File: config.mk
export PLATFORM = sky130hd
export DESIGN_NAME = game_of_life_engine
export DESIGN_NICKNAME = d
export VERILOG_FILES = /design/src/rtl/game_of_life_engine.sv
export SDC_FILE = /design/constraint.sdc
export NUM_CORES = 1
export LEC_CHECK = 0
export CORE_MARGIN = 3
export CORE_UTILIZATION = 43
export CTS_BUF_LIST = sky130_fd_sc_hd__clkbuf_8 sky130_fd_sc_hd__clkbuf_16
export DETAILED_ROUTE_END_ITERATION = 7
export SETUP_SLACK_MARGIN = 0.15
export SYNTH_ARGS = -nofsm -noshare
export SYNTH_HDL_FRONTEND = slang
export SYNTH_SLANG_ARGS = --single-unit
File: constraint.sdc
create_clock -name clk -period 8.7 [get_ports clk]
set_input_delay 1.74 -clock clk [delete_from_list [all_inputs] [get_ports clk]]
set_output_delay 1.74 -clock clk [all_outputs]
set_load 0.005 [all_outputs]
File: src/rtl/game_of_life_engine.sv
// Parametrised Conway Life (B3/S23) engine on a ROWS x COLS grid.
// Supports toroidal or dead-edge boundaries, row-serial LFSR seeding,
// a saturating generation counter with optional max-generation halt,
// and stable/extinct detection. Cell (r,c) lives at bit N-1-(r*COLS+c).
module game_of_life_engine #(
  parameter int ROWS  = 8,
  parameter int COLS  = 8,
  parameter int WRAP  = 0,
  parameter int GEN_W = 16
) (
  input  logic                   clk,
  input  logic                   reset,
  input  logic                   start,
  input  logic                   lfsr_begin,
  input  logic                   load,
  input  logic [ROWS*COLS-1:0]   seed,
  input  logic [31:0]            lfsr_seed,
  input  logic [GEN_W-1:0]       max_gen,
  output logic [ROWS*COLS-1:0]   grid_evolve,
  output logic [1:0]             curr_state,
  output logic [GEN_W-1:0]       gen_count,
  output logic                   stable,
  output logic                   extinct,
  output logic                   done
);

  localparam int N  = ROWS * COLS;
  localparam int RW = $clog2(ROWS);

  typedef enum logic [1:0] {
    IDLE = 2'b00,
    FILL = 2'b01,
    RUN  = 2'b10,
    HALT = 2'b11
  } state_t;

  state_t           state_q, state_d;
  logic [N-1:0]     grid_q, grid_d;
  logic [GEN_W-1:0] gen_q, gen_d;
  logic             stable_q, stable_d;
  logic             extinct_q, extinct_d;
  logic             done_q, done_d;
  logic [31:0]      lfsr_q, lfsr_d;
  logic [RW-1:0]    row_q, row_d;

  logic [N-1:0]     next_grid;
  logic [31:0]      lfsr_nxt;
  logic [GEN_W-1:0] gen_inc;

  // Galois right-shift LFSR step used during row-serial fill
  assign lfsr_nxt = {1'b0, lfsr_q[31:1]} ^ (lfsr_q[0] ? 32'h8020_0003 : 32'h0);
  assign gen_inc  = gen_q + 1'b1;

  // Per-cell neighbour count and B3/S23 rule; all indices are elaboration
  // constants, out-of-grid neighbours are forced dead unless WRAP is set.
  for (genvar gr = 0; gr < ROWS; gr++) begin : g_row
    for (genvar gc = 0; gc < COLS; gc++) begin : g_col
      localparam int RU = (gr == 0)        ? ROWS - 1 : gr - 1;
      localparam int RD = (gr == ROWS - 1) ? 0        : gr + 1;
      localparam int CL = (gc == 0)        ? COLS - 1 : gc - 1;
      localparam int CR = (gc == COLS - 1) ? 0        : gc + 1;
      localparam bit VU = (WRAP != 0) || (gr > 0);
      localparam bit VD = (WRAP != 0) || (gr < ROWS - 1);
      localparam bit VL = (WRAP != 0) || (gc > 0);
      localparam bit VR = (WRAP != 0) || (gc < COLS - 1);
      localparam int ISELF = N - 1 - (gr * COLS + gc);

      logic [7:0] nb;
      logic [3:0] cnt;

      assign nb[0] = (VU && VL) ? grid_q[N-1-(RU*COLS+CL)] : 1'b0;
      assign nb[1] = VU         ? grid_q[N-1-(RU*COLS+gc)] : 1'b0;
      assign nb[2] = (VU && VR) ? grid_q[N-1-(RU*COLS+CR)] : 1'b0;
      assign nb[3] = VL         ? grid_q[N-1-(gr*COLS+CL)] : 1'b0;
      assign nb[4] = VR         ? grid_q[N-1-(gr*COLS+CR)] : 1'b0;
      assign nb[5] = (VD && VL) ? grid_q[N-1-(RD*COLS+CL)] : 1'b0;
      assign nb[6] = VD         ? grid_q[N-1-(RD*COLS+gc)] : 1'b0;
      assign nb[7] = (VD && VR) ? grid_q[N-1-(RD*COLS+CR)] : 1'b0;

      assign cnt = {3'b0, nb[0]} + {3'b0, nb[1]} + {3'b0, nb[2]} + {3'b0, nb[3]}
                 + {3'b0, nb[4]} + {3'b0, nb[5]} + {3'b0, nb[6]} + {3'b0, nb[7]};

      assign next_grid[ISELF] = (cnt == 4'd3) || (grid_q[ISELF] && (cnt == 4'd2));
    end
  end

  // Next-state logic: mode sequencing, seeding, generation step and flags
  always_comb begin
    state_d   = state_q;
    grid_d    = grid_q;
    gen_d     = gen_q;
    stable_d  = stable_q;
    extinct_d = extinct_q;
    lfsr_d    = lfsr_q;
    row_d     = row_q;
    unique case (state_q)
      IDLE: begin
        if (lfsr_begin) begin
          lfsr_d    = (lfsr_seed == 32'h0) ? 32'h1 : lfsr_seed;
          row_d     = '0;
          gen_d     = '0;
          stable_d  = 1'b0;
          extinct_d = 1'b0;
          state_d   = FILL;
        end else if (load) begin
          grid_d    = seed;
          gen_d     = '0;
          stable_d  = 1'b0;
          extinct_d = 1'b0;
        end else if (start) begin
          state_d = RUN;
        end
      end
      FILL: begin
        for (int k = 0; k < ROWS; k++) begin
          if (row_q == RW'(k)) grid_d[N-1-k*COLS -: COLS] = lfsr_q[COLS-1:0];
        end
        lfsr_d = lfsr_nxt;
        row_d  = row_q + 1'b1;
        if (row_q == RW'(ROWS - 1)) state_d = IDLE;
      end
      RUN: begin
        if (start) begin
          grid_d    = next_grid;
          gen_d     = (&gen_q) ? gen_q : gen_inc;
          stable_d  = (next_grid == grid_q);
          extinct_d = (next_grid == '0);
          if ((next_grid == grid_q) || (next_grid == '0) ||
              ((max_gen != '0) && (gen_inc == max_gen))) begin
            state_d = HALT;
          end
        end else begin
          state_d = IDLE;
        end
      end
      HALT: begin
        if (!start) state_d = IDLE;
      end
      default: state_d = IDLE;
    endcase
    done_d = (state_d == HALT);
  end

  // State and datapath registers with asynchronous active-low clear
  always_ff @(posedge clk or negedge reset) begin
    if (!reset) begin
      state_q   <= IDLE;
      grid_q    <= '0;
      gen_q     <= '0;
      stable_q  <= 1'b0;
      extinct_q <= 1'b0;
      done_q    <= 1'b0;
      lfsr_q    <= 32'h1;
      row_q     <= '0;
    end else begin
      state_q   <= state_d;
      grid_q    <= grid_d;
      gen_q     <= gen_d;
      stable_q  <= stable_d;
      extinct_q <= extinct_d;
      done_q    <= done_d;
      lfsr_q    <= lfsr_d;
      row_q     <= row_d;
    end
  end

  assign grid_evolve = grid_q;
  assign curr_state  = state_q;
  assign gen_count   = gen_q;
  assign stable      = stable_q;
  assign extinct     = extinct_q;
  assign done        = done_q;

endmodule

==> flow_summary.json, run 1 <==
{
  "period_minus_slack_ns": 6.404,
  "cpMostUsedCell": "fa_1",
  "rrSetupSlack_ns": 2.30,
  "yosysTopAreaCellShare": 0.2361,
  "critPathCapture": "curr_state[0]",
  "timing.fmax_mhz": 156.1,
  "first_pass_iters": 8,
  "stdcell_count": 2645,
  "wl_um": 68460,
  "slew_headroom": 0.06328,
  "setup_viol": 0,
  "post_cts_buffers": 0,
  "min_path_type": "flop to flop",
  "ant_nets": 0,
  "cts.sinks": 120,
  "synth_ff_type": "dfrtp_1",
  "status": "finished, final reports clean",
  "h-tree-depth": 4,
  "syn_area_um2": 16620,
  "critPathLaunchType": "flop",
  "async_flop_share": 1.000,
  "slowest_stage": "a2111oi_0",
  "reg2reg_from": "grid_evolve[37]",
  "crit_start": "grid_evolve[37]",
  "synth_fp_nets": 2395,
  "slew_viol_final": 0,
  "drt_iter0_drc": 1354,
  "r2r_end": "curr_state[0]",
  "grt_max_degree": 68,
  "holdBufCountCts": 0,
  "setup_tns_ns": 0,
  "critical_path_depth": 16,
  "grt_usage": 0.3340,
  "worst_slew_pin_slew_ns": 1.370,
  "hold_viol_final": 0,
  "crit_fanout": 9,
  "core_um2": 37840,
  "rsz0062_at_grt": "no",
  "synthDistinctLibCells": 76,
  "routed_via_density": 5.928,
  "slowest_delay_ns": 1.15,
  "worstPathArrival_ns": 6.77,
  "cts_resized": 0,
  "cts_tree": "yes",
  "wl_per_cell_um": 25.88,
  "r2r_cells": 16,
  "dp.cells": 2612,
  "avgSynthCellArea_um2": 8.583,
  "port_buffers": 201,
  "ys_ff_latch": 120,
  "critPathCaptureType": "flop",
  "start_util": 0.4391,
  "worstPathRequired_ns": 9.07,
  "grt-ovfl-total": 0,
  "yosysSeqAreaShare": 0.1808,
  "grt_pass1_vias": 15460,
  "synth_top_area_cell": "fa_1",
  "dp_hpwl_um": 55410,
  "yosys-top-cells-area": "fa_1, dfrtp_1, ha_1",
  "period_share": 0.7361,
  "path_cells": "inv_1, fa_1, fa_1, fa_1, inv_1, ha_1, fa_1, nand2_1, a2111oi_0, o22ai_1, nor4_1, nand4_1, nor4_1, buf_4, o31ai_1, o211ai_1",
  "nets": 2579,
  "worstSetupPathType": "flop to flop",
  "worstSkewPairLatency_ns": 0.46,
  "rows": 71,
  "antenna_found_initial": 4,
  "cts-root-buf": "clkbuf_16",
  "die_x_um": 202.6,
  "max_cap_violations": 0,
  "gp_congestion": 1.052,
  "io_pins": 202,
  "synth-edff-count": 0,
  "grt_pass1_wl_um": 100400,
  "drc": 0,
  "synthCells": 1936,
  "clockBufferDepth": 2,
  "drive_gt1_frac": 0.03469,
  "num-fill-cells": 3667,
  "path_clk_slew_ns": 0.08,
  "dieArea_um2": 41040,
  "die_y_um": 202.6,
  "path_buf_inv": 3,
  "finClkSkew_ns": 0.01429,
  "cts_made_buffers": 17,
  "syn_to_final_growth_pct": 19.10,
  "vias": 15680,
  "path_delay_family": "adder cells",
  "ys_warn_count": 0
}
logic make-up after synthesis:
group                    Yosys count  synth area share
AO/OA/AOI/OAI                    443            0.1747
adder cells (fa/ha/maj)          342            0.3461
AND/OR/NAND/NOR                  651            0.2020
flip-flops                       120            0.1808
multiplexers                       5          0.003087
XOR/XNOR                          26           0.01370
buffers and inverters            349           0.07966
through the flow:
stage,instance area [um2],setup slack [ns],util,hold slack [ns]
2_1_floorplan,16620,4.080,-,0.4502
3_3_place_gp,19210,2.415,0.5075,0.4628
3_5_place_dp,19210,2.377,0.5075,0.4709
4_1_cts,19790,2.335,0.5229,0.4859
5_1_grt,19790,2.101,0.5229,0.5105
6_report,19790,2.296,0.5230,0.4801
worst register-to-register path, delay by kind of cell (launching register included):
kind                     cells  cell delay (ns)
adder cells (fa/ha/maj)      5             2.28
AO/OA/AOI/OAI                4             1.63
flip-flops                   1             0.72
AND/OR/NAND/NOR              4             1.03
buffers and inverters        3             0.66
synth_stat cells (all sizes together), types with 6 or more instances:
cell,number
buf,11
o211ai,34
a21oi,90
nor2,140
nor4bb,13
a31oi,7
fa,196
xor2,8
a21boi,14
and3,9
o31ai,33
nor3,27
a2111oi,11
and3b,14
xnor2,18
or2,6
a211oi,10
nand3b,10
nor3b,18
o21ai,121
ha,146
o22ai,8
a22oi,29
a211o,7
clkbuf,40
nand3,34
inv,297
and2,13
or4,8
a21o,15
o221ai,10
dfrtp,119
nand4,36
nor4,35
nor2b,18
nand2,203
a22o,6
nand2b,49
routing by layer:
layer  wire length [um]  up-vias  global-route usage
li1                   -     7060                   -
met1              28380     7765              0.4484
met2              30470      708              0.5140
met3               6823      141              0.1013
met4               2745        6              0.1188
met5                 37        -                   0
flip-flops by register name, summed over array words and instances, names as in the netlist:
| signal | flops |
|---|---|
| grid_evolve | 64 |
| lfsr_q | 32 |
| gen_count | 16 |
| row_q | 3 |
| curr_state | 2 |
| done | 1 |
| extinct | 1 |
| stable | 1 |
cells in the final DEF (no fill, tap or decap), types with 7 or more instances in the layout:
| cell | synthesis | final |
|---|---|---|
| a2111oi_0 | 11 | 11 |
| a21o_1 | 15 | 15 |
| inv_1 | 297 | 297 |
| xor2_1 | 8 | 8 |
| nor2b_1 | 18 | 18 |
| o22ai_1 | 8 | 8 |
| a211oi_1 | 10 | 10 |
| nor4bb_1 | 13 | 13 |
| buf_4 | 2 | 15 |
| ha_1 | 146 | 143 |
| xnor2_1 | 18 | 18 |
| nand3b_1 | 10 | 10 |
| dfrtp_1 | 119 | 119 |
| nor3_1 | 27 | 27 |
| nor4_1 | 32 | 32 |
| and3_1 | 9 | 9 |
| a21boi_0 | 14 | 14 |
| fa_1 | 196 | 196 |
| nand2_1 | 203 | 203 |
| nand3_1 | 32 | 32 |
| nand2b_1 | 49 | 49 |
| a211o_1 | 7 | 7 |
| clkdlybuf4s50_1 | 0 | 200 |
| nand4_1 | 35 | 35 |
| o211ai_1 | 34 | 34 |
| nor3b_1 | 18 | 18 |
| a31oi_1 | 7 | 7 |
| o221ai_1 | 10 | 10 |
| or4_1 | 8 | 8 |
| clkbuf_16 | 0 | 17 |
| and2_1 | 13 | 13 |
| a21oi_1 | 90 | 89 |
| nor2_1 | 140 | 139 |
| o31ai_1 | 33 | 33 |
| o21ai_0 | 121 | 120 |
| and3b_1 | 14 | 14 |
| a22oi_1 | 29 | 29 |
area by class of cell:
| class | instances | area, um2 | area share |
|---|---|---|---|
| clock inverters | 15 | 157.7 | 0.007966 |
| repair buffers | 216 | 2126 | 0.1074 |
| inverters | 298 | 1119 | 0.05652 |
| flip-flops and latches | 120 | 3004 | 0.1518 |
| multi-input cells | 1467 | 12320 | 0.6224 |
| diodes | 1 | 2.502 | 0.0001264 |
| well taps | 511 | 639.4 | 0.03230 |
| clock buffers | 17 | 425.4 | 0.02149 |
worst min-delay path by stage:
stage	start	endpoint	slack [ns]	cells after the start
2_1_floorplan	lfsr_q[3]	lfsr_q[3]	0.45	2
3_3_place_gp	lfsr_q[23]	lfsr_q[23]	0.46	2
3_5_place_dp	lfsr_q[4]	lfsr_q[4]	0.47	2
4_1_cts	lfsr_q[4]	lfsr_q[4]	0.49	2
5_1_grt	lfsr_q[30]	lfsr_q[30]	0.51	2
6_report	lfsr_q[4]	lfsr_q[4]	0.48	2
Power of run 1 is left out: the tool's default activity adds up to more than one toggle a clock period on the data nets, which glitch-free logic cannot reach.
==> run 2: changes to the inputs <==
Settings changed: PLACE_DENSITY from default to 0.67.
Clock period 8.7 ns to 5.2 ns, I/O delays scaled along.
==> run 2 against run 1 <==
Net effect:
- worst hold slack improved by 0.0026 ns
- non-clock buffer count rose by 103
- critical path depth increased by 2
- register-to-register slack worse by 2.1 ns
- core utilization increased by 2.4 points
- wire length rose by 1.1%
- die area is the same
- clock-buffer cell count unchanged
- largest cell class unchanged
==> flow_summary.json, run 2 (synthesis results as in run 1) <==
{
  "h-tree-depth": 4,
  "hold_viol_final": 0,
  "cts-root-buf": "clkbuf_16",
  "clockBufferDepth": 2,
  "critPathCaptureType": "flop",
  "cts_made_buffers": 17,
  "ant_nets": 0,
  "first_pass_iters": 7,
  "worstSkewPairLatency_ns": 0.48,
  "grt_pass1_vias": 16240,
  "wl_met3_um": 6509,
  "worst_slew_pin_slew_ns": 1.167,
  "critPathLaunchType": "flop",
  "setup_viol": 0,
  "antenna_found_initial": 4,
  "grt_usage": 0.3369,
  "holdBufCountCts": 0,
  "dp_hpwl_um": 56340,
  "status": "finished, final reports clean",
  "die_y_um": 202.6,
  "drc": 0,
  "start_util": 0.4391,
  "cts.sinks": 120,
  "worstPathArrival_ns": 5.37,
  "dieArea_um2": 41040,
  "grt_pass1_wl_um": 103100,
  "dr_wl_met2_um": 30800,
  "num-fill-cells": 3529,
  "max_cap_violations": 0,
  "path_clk_slew_ns": 0.07,
  "nets": 2682,
  "slew_headroom": 0.2210,
  "timing.fmax_mhz": 200.9,
  "grt-ovfl-total": 0,
  "slowest_stage": "fa_1",
  "core_um2": 37840,
  "io_pins": 202,
  "slew_viol_final": 0,
  "finClkSkew_ns": 0.01808,
  "final_cell_mix": "inv_1, nand2_1, clkdlybuf4s50_1",
  "r2r_cells": 18,
  "diodes": 0,
  "worstPathRequired_ns": 5.59,
  "period_share": 0.9573,
  "highest_layer": "met5",
  "wl_per_cell_um": 25.20,
  "worstSetupPathType": "flop to flop",
  "period_minus_slack_ns": 4.978,
  "drt_iter0_drc": 1792,
  "largest_reg_flops": 64,
  "crit_fanout": 7,
  "routed_via_density": 6.009,
  "hold_depth": 2,
  "cts_tree": "yes",
  "wl_um": 69230,
  "rows": 71,
  "setup_tns_ns": 0,
  "routedLengthMet1_um": 29120,
  "syn_to_final_growth_pct": 24.57,
  "grt_max_degree": 90,
  "rsz0062_at_grt": "no",
  "min_path_type": "flop to flop",
  "port_buffers": 201,
  "gp_congestion": 1.012,
  "slowest_delay_ns": 0.54,
  "cpMostUsedCell": "fa_1",
  "drive_gt1_frac": 0.09034,
  "path_cells": "inv_2, buf_12, fa_1, fa_1, fa_1, inv_1, ha_1, fa_1, and2_1, a311oi_1, buf_4, a311o_2, nor4_4, nand4_1, nor4_2, buf_4, o31ai_2, o211ai_1",
  "final_common_cell": "inv_1",
  "die_x_um": 202.6,
  "vias": 16510
}
-- run 2: cell count changes in the layout (fill, tap and decap cells not counted), sizes merged --
cell,before,now
diode,1,0
clkinvlp,3,7
inv,306,302
buf,16,119
-- run 2: path summary, 6_finish.rpt --
path	startpoint	end	slack [ns]
worst max-delay path	grid_evolve[35]	curr_state[0]	0.22
worst min-delay path	lfsr_q[5]	lfsr_q[5]	0.48
max in group asynchronous	reset	grid_evolve[32]	3.37
min in group asynchronous	reset	gen_count[5]	0.67
worst min register to register	lfsr_q[5]	lfsr_q[5]	0.48
worst max register to register	grid_evolve[35]	curr_state[0]	0.22
-- run 2: per-stage QoR --
stage / worst slack [ns] / hold WS, ns / util / cells / instance area (um2)
5_1_grt: 0.07749 / 0.5035 / 0.5470 / 2747 / 20700
4_1_cts: 0.1520 / 0.4860 / 0.5402 / 2727 / 20440
3_3_place_gp: 0.07247 / 0.4627 / 0.5238 / 2695 / 19820
2_1_floorplan: 0.5798 / 0.4502 / - / 1936 / 16620
6_report: 0.2219 / 0.4826 / 0.5470 / 2747 / 20700
3_5_place_dp: -0.02050 / 0.4706 / 0.5238 / 2695 / 19820
-- run 2: cell type report --
class	instances	area [um2]	share of cell area
inverter	298	1140	0.05507
tap	511	639.4	0.03089
timing repair buffer	319	2915	0.1408
clock buffer	17	425.4	0.02055
sequential	120	3008	0.1453
clock inverter	15	172.7	0.008341
multi-input combinational	1467	12400	0.5990
-- run 2: per-layer routing --
layer,track usage,up-vias
li1,-,7294
met1,0.4710,8184
met2,0.5275,851
met3,0.06461,173
met4,0.1143,4
met5,0,-
-- run 2: what timing repair did --
item | 4_1_cts | 5_1_grt
pin swaps | 0 | 6
resized for setup | 6 | 35
cloned | 0 | 0
buffers inserted | 0 | 20
setup endpoints to repair | 4 | 5
-- run 2: critical path: cells and delay by family (launching register included) --
| family | cells | cell delay, ns |
|---|---|---|
| simple gates | 4 | 0.97 |
| buf+inv | 5 | 0.64 |
| fa+ha+maj | 5 | 2.20 |
| flops | 1 | 0.38 |
| compound gates | 4 | 0.72 |
Power of run 2 is left out for the same reason.
==> run 3: changes to the inputs <==
Settings changed: PLACE_DENSITY 0.67 to 0.65.
==> run 3 against run 2 <==
Net effect:
- clock skew is 0.0035 ns lower
- worst hold slack hardly changed
- die area stayed put
- global-route usage is 0.13 points higher
- via count is 0.14% lower
- setup slack better by 0.027 ns
- clock-buffer cell count is 3 higher
- core utilization is 0.46 points higher
- cell count is 0.51% higher
- sequential share of layout area is 0.10 points lower
- cell area is 0.83% higher
- first-iteration DRC count is 2.8% higher
- critical path type unchanged
==> flow_summary.json, run 3 (synthesis results as in run 1) <==
{
  "path_clk_slew_ns": 0.07,
  "vias": 16480,
  "crit_start": "grid_evolve[41]",
  "worstSkewPairLatency_ns": 0.45,
  "critPathCaptureType": "flop",
  "setup_viol": 0,
  "final_cell_mix": "inv_1, nand2_1, clkdlybuf4s50_1",
  "worstPathArrival_ns": 5.30,
  "dp_hpwl_um": 56660,
  "start_util": 0.4391,
  "slowest_stage": "fa_1",
  "period_minus_slack_ns": 4.951,
  "path_cells": "clkinvlp_4, buf_4, fa_1, fa_1, fa_1, inv_1, ha_1, fa_1, and3b_1, nand2_1, o311ai_0, nor4_1, nand4_1, nor4_2, buf_4, o31ai_2, o31ai_1",
  "dieArea_um2": 41040,
  "grt_max_degree": 92,
  "hold_viol_final": 0,
  "largest_reg_flops": 64,
  "holdBufCountCts": 0,
  "gp_congestion": 1.022,
  "slew_viol_final": 0,
  "worst_slew_pin_slew_ns": 1.144,
  "grt_pass1_vias": 16210,
  "whs_ns": 0.4831,
  "core_um2": 37840,
  "final_common_cell": "inv_1",
  "worstSetupPathType": "flop to flop",
  "cts_tree": "yes",
  "min_path_type": "flop to flop",
  "wl_per_cell_um": 25.39,
  "max_cap_violations": 0,
  "drc": 0,
  "rsz0062_at_grt": "yes",
  "timing.fmax_mhz": 202.0,
  "port_buffers": 201,
  "slowest_delay_ns": 0.56,
  "cpMostUsedCell": "fa_1",
  "nets": 2692,
  "multiInputGateArea_um2": 12480,
  "cts-root-buf": "clkbuf_16",
  "antenna_found_initial": 6,
  "h-tree-depth": 4,
  "finClkSkew_ns": 0.01455,
  "rrSetupSlack_ns": 0.25,
  "drive_gt1_frac": 0.09973,
  "grt-ovfl-total": 0,
  "setup_tns_ns": 0,
  "io_pins": 202,
  "r2r_cells": 17,
  "first_pass_iters": 7,
  "status": "finished, final reports clean",
  "num-fill-cells": 3620,
  "rows": 71,
  "drt_iter0_drc": 1843,
  "dp.cells": 2705,
  "syn_to_final_growth_pct": 25.61,
  "ant_nets": 0,
  "slew_headroom": 0.2368,
  "grt_pass1_wl_um": 102700,
  "wl_um": 70100,
  "reg2reg_from": "grid_evolve[41]",
  "cts.sinks": 120,
  "routed_via_density": 5.970,
  "r2r_end": "done",
  "critPathLaunchType": "flop",
  "grt_usage": 0.3382,
  "clockBufferDepth": 2,
  "stdcell_count": 2761,
  "die_x_um": 202.6,
  "die_y_um": 202.6,
  "critPathCapture": "done",
  "worstPathRequired_ns": 5.54,
  "period_share": 0.9521,
  "seq_area_um2": 3012,
  "cts_made_buffers": 17,
  "postLayoutCoreUtil": 0.5515,
  "crit_fanout": 6
}
-- run 3: how the worst min path moves through the flow --
stage,slack [ns],cells past startpoint,end,from
6_report,0.48,2,lfsr_q[3],lfsr_q[3]
4_1_cts,0.49,2,lfsr_q[8],lfsr_q[8]
5_1_grt,0.51,2,lfsr_q[25],lfsr_q[25]
3_5_place_dp,0.47,2,lfsr_q[8],lfsr_q[8]
3_3_place_gp,0.46,2,lfsr_q[17],lfsr_q[17]
2_1_floorplan,0.45,2,lfsr_q[3],lfsr_q[3]
-- run 3: per-stage QoR --
step	setup WS, ns	instance area (um2)
5_1_grt	0.08199	20860
3_5_place_dp	-0.1360	19900
4_1_cts	0.1674	20550
2_1_floorplan	0.5798	16620
6_report	0.2490	20870
3_3_place_gp	-0.05543	19900
-- run 3: timing repair --
item / 4_1_cts / 5_1_grt
buffers inserted: 2 / 18
gates resized for setup: 8 / 49
cloned: 0 / 0
setup endpoints to repair: 4 / 4
pin swaps: 0 / 15
-- run 3: critical path, delay by kind of cell, from the launching register on --
family / cells / cell delay [ns]
compound gates: 3 / 0.45
fa+ha+maj: 5 / 2.20
simple gates: 5 / 1.03
buf+inv: 4 / 0.77
flops: 1 / 0.39
-- run 3: routing by layer --
layer  track usage  wire (um)  part of all wire
met2        0.5194      31210              0.45
met1        0.4623      28990              0.41
met4        0.1260       2657             0.038
met5             0         29           0.00041
met3       0.08834       7206              0.10
-- run 3: cell type report --
class / instances / area share
inverter: 298 / 0.05509
multi-input combinational: 1467 / 0.5978
sequential: 120 / 0.1443
timing repair buffer: 329 / 0.1427
tap: 511 / 0.03063
clock buffer: 20 / 0.02236
clock inverter: 12 / 0.006714
antenna: 4 / 0.0004796
Power of run 3 is left out for the same reason.
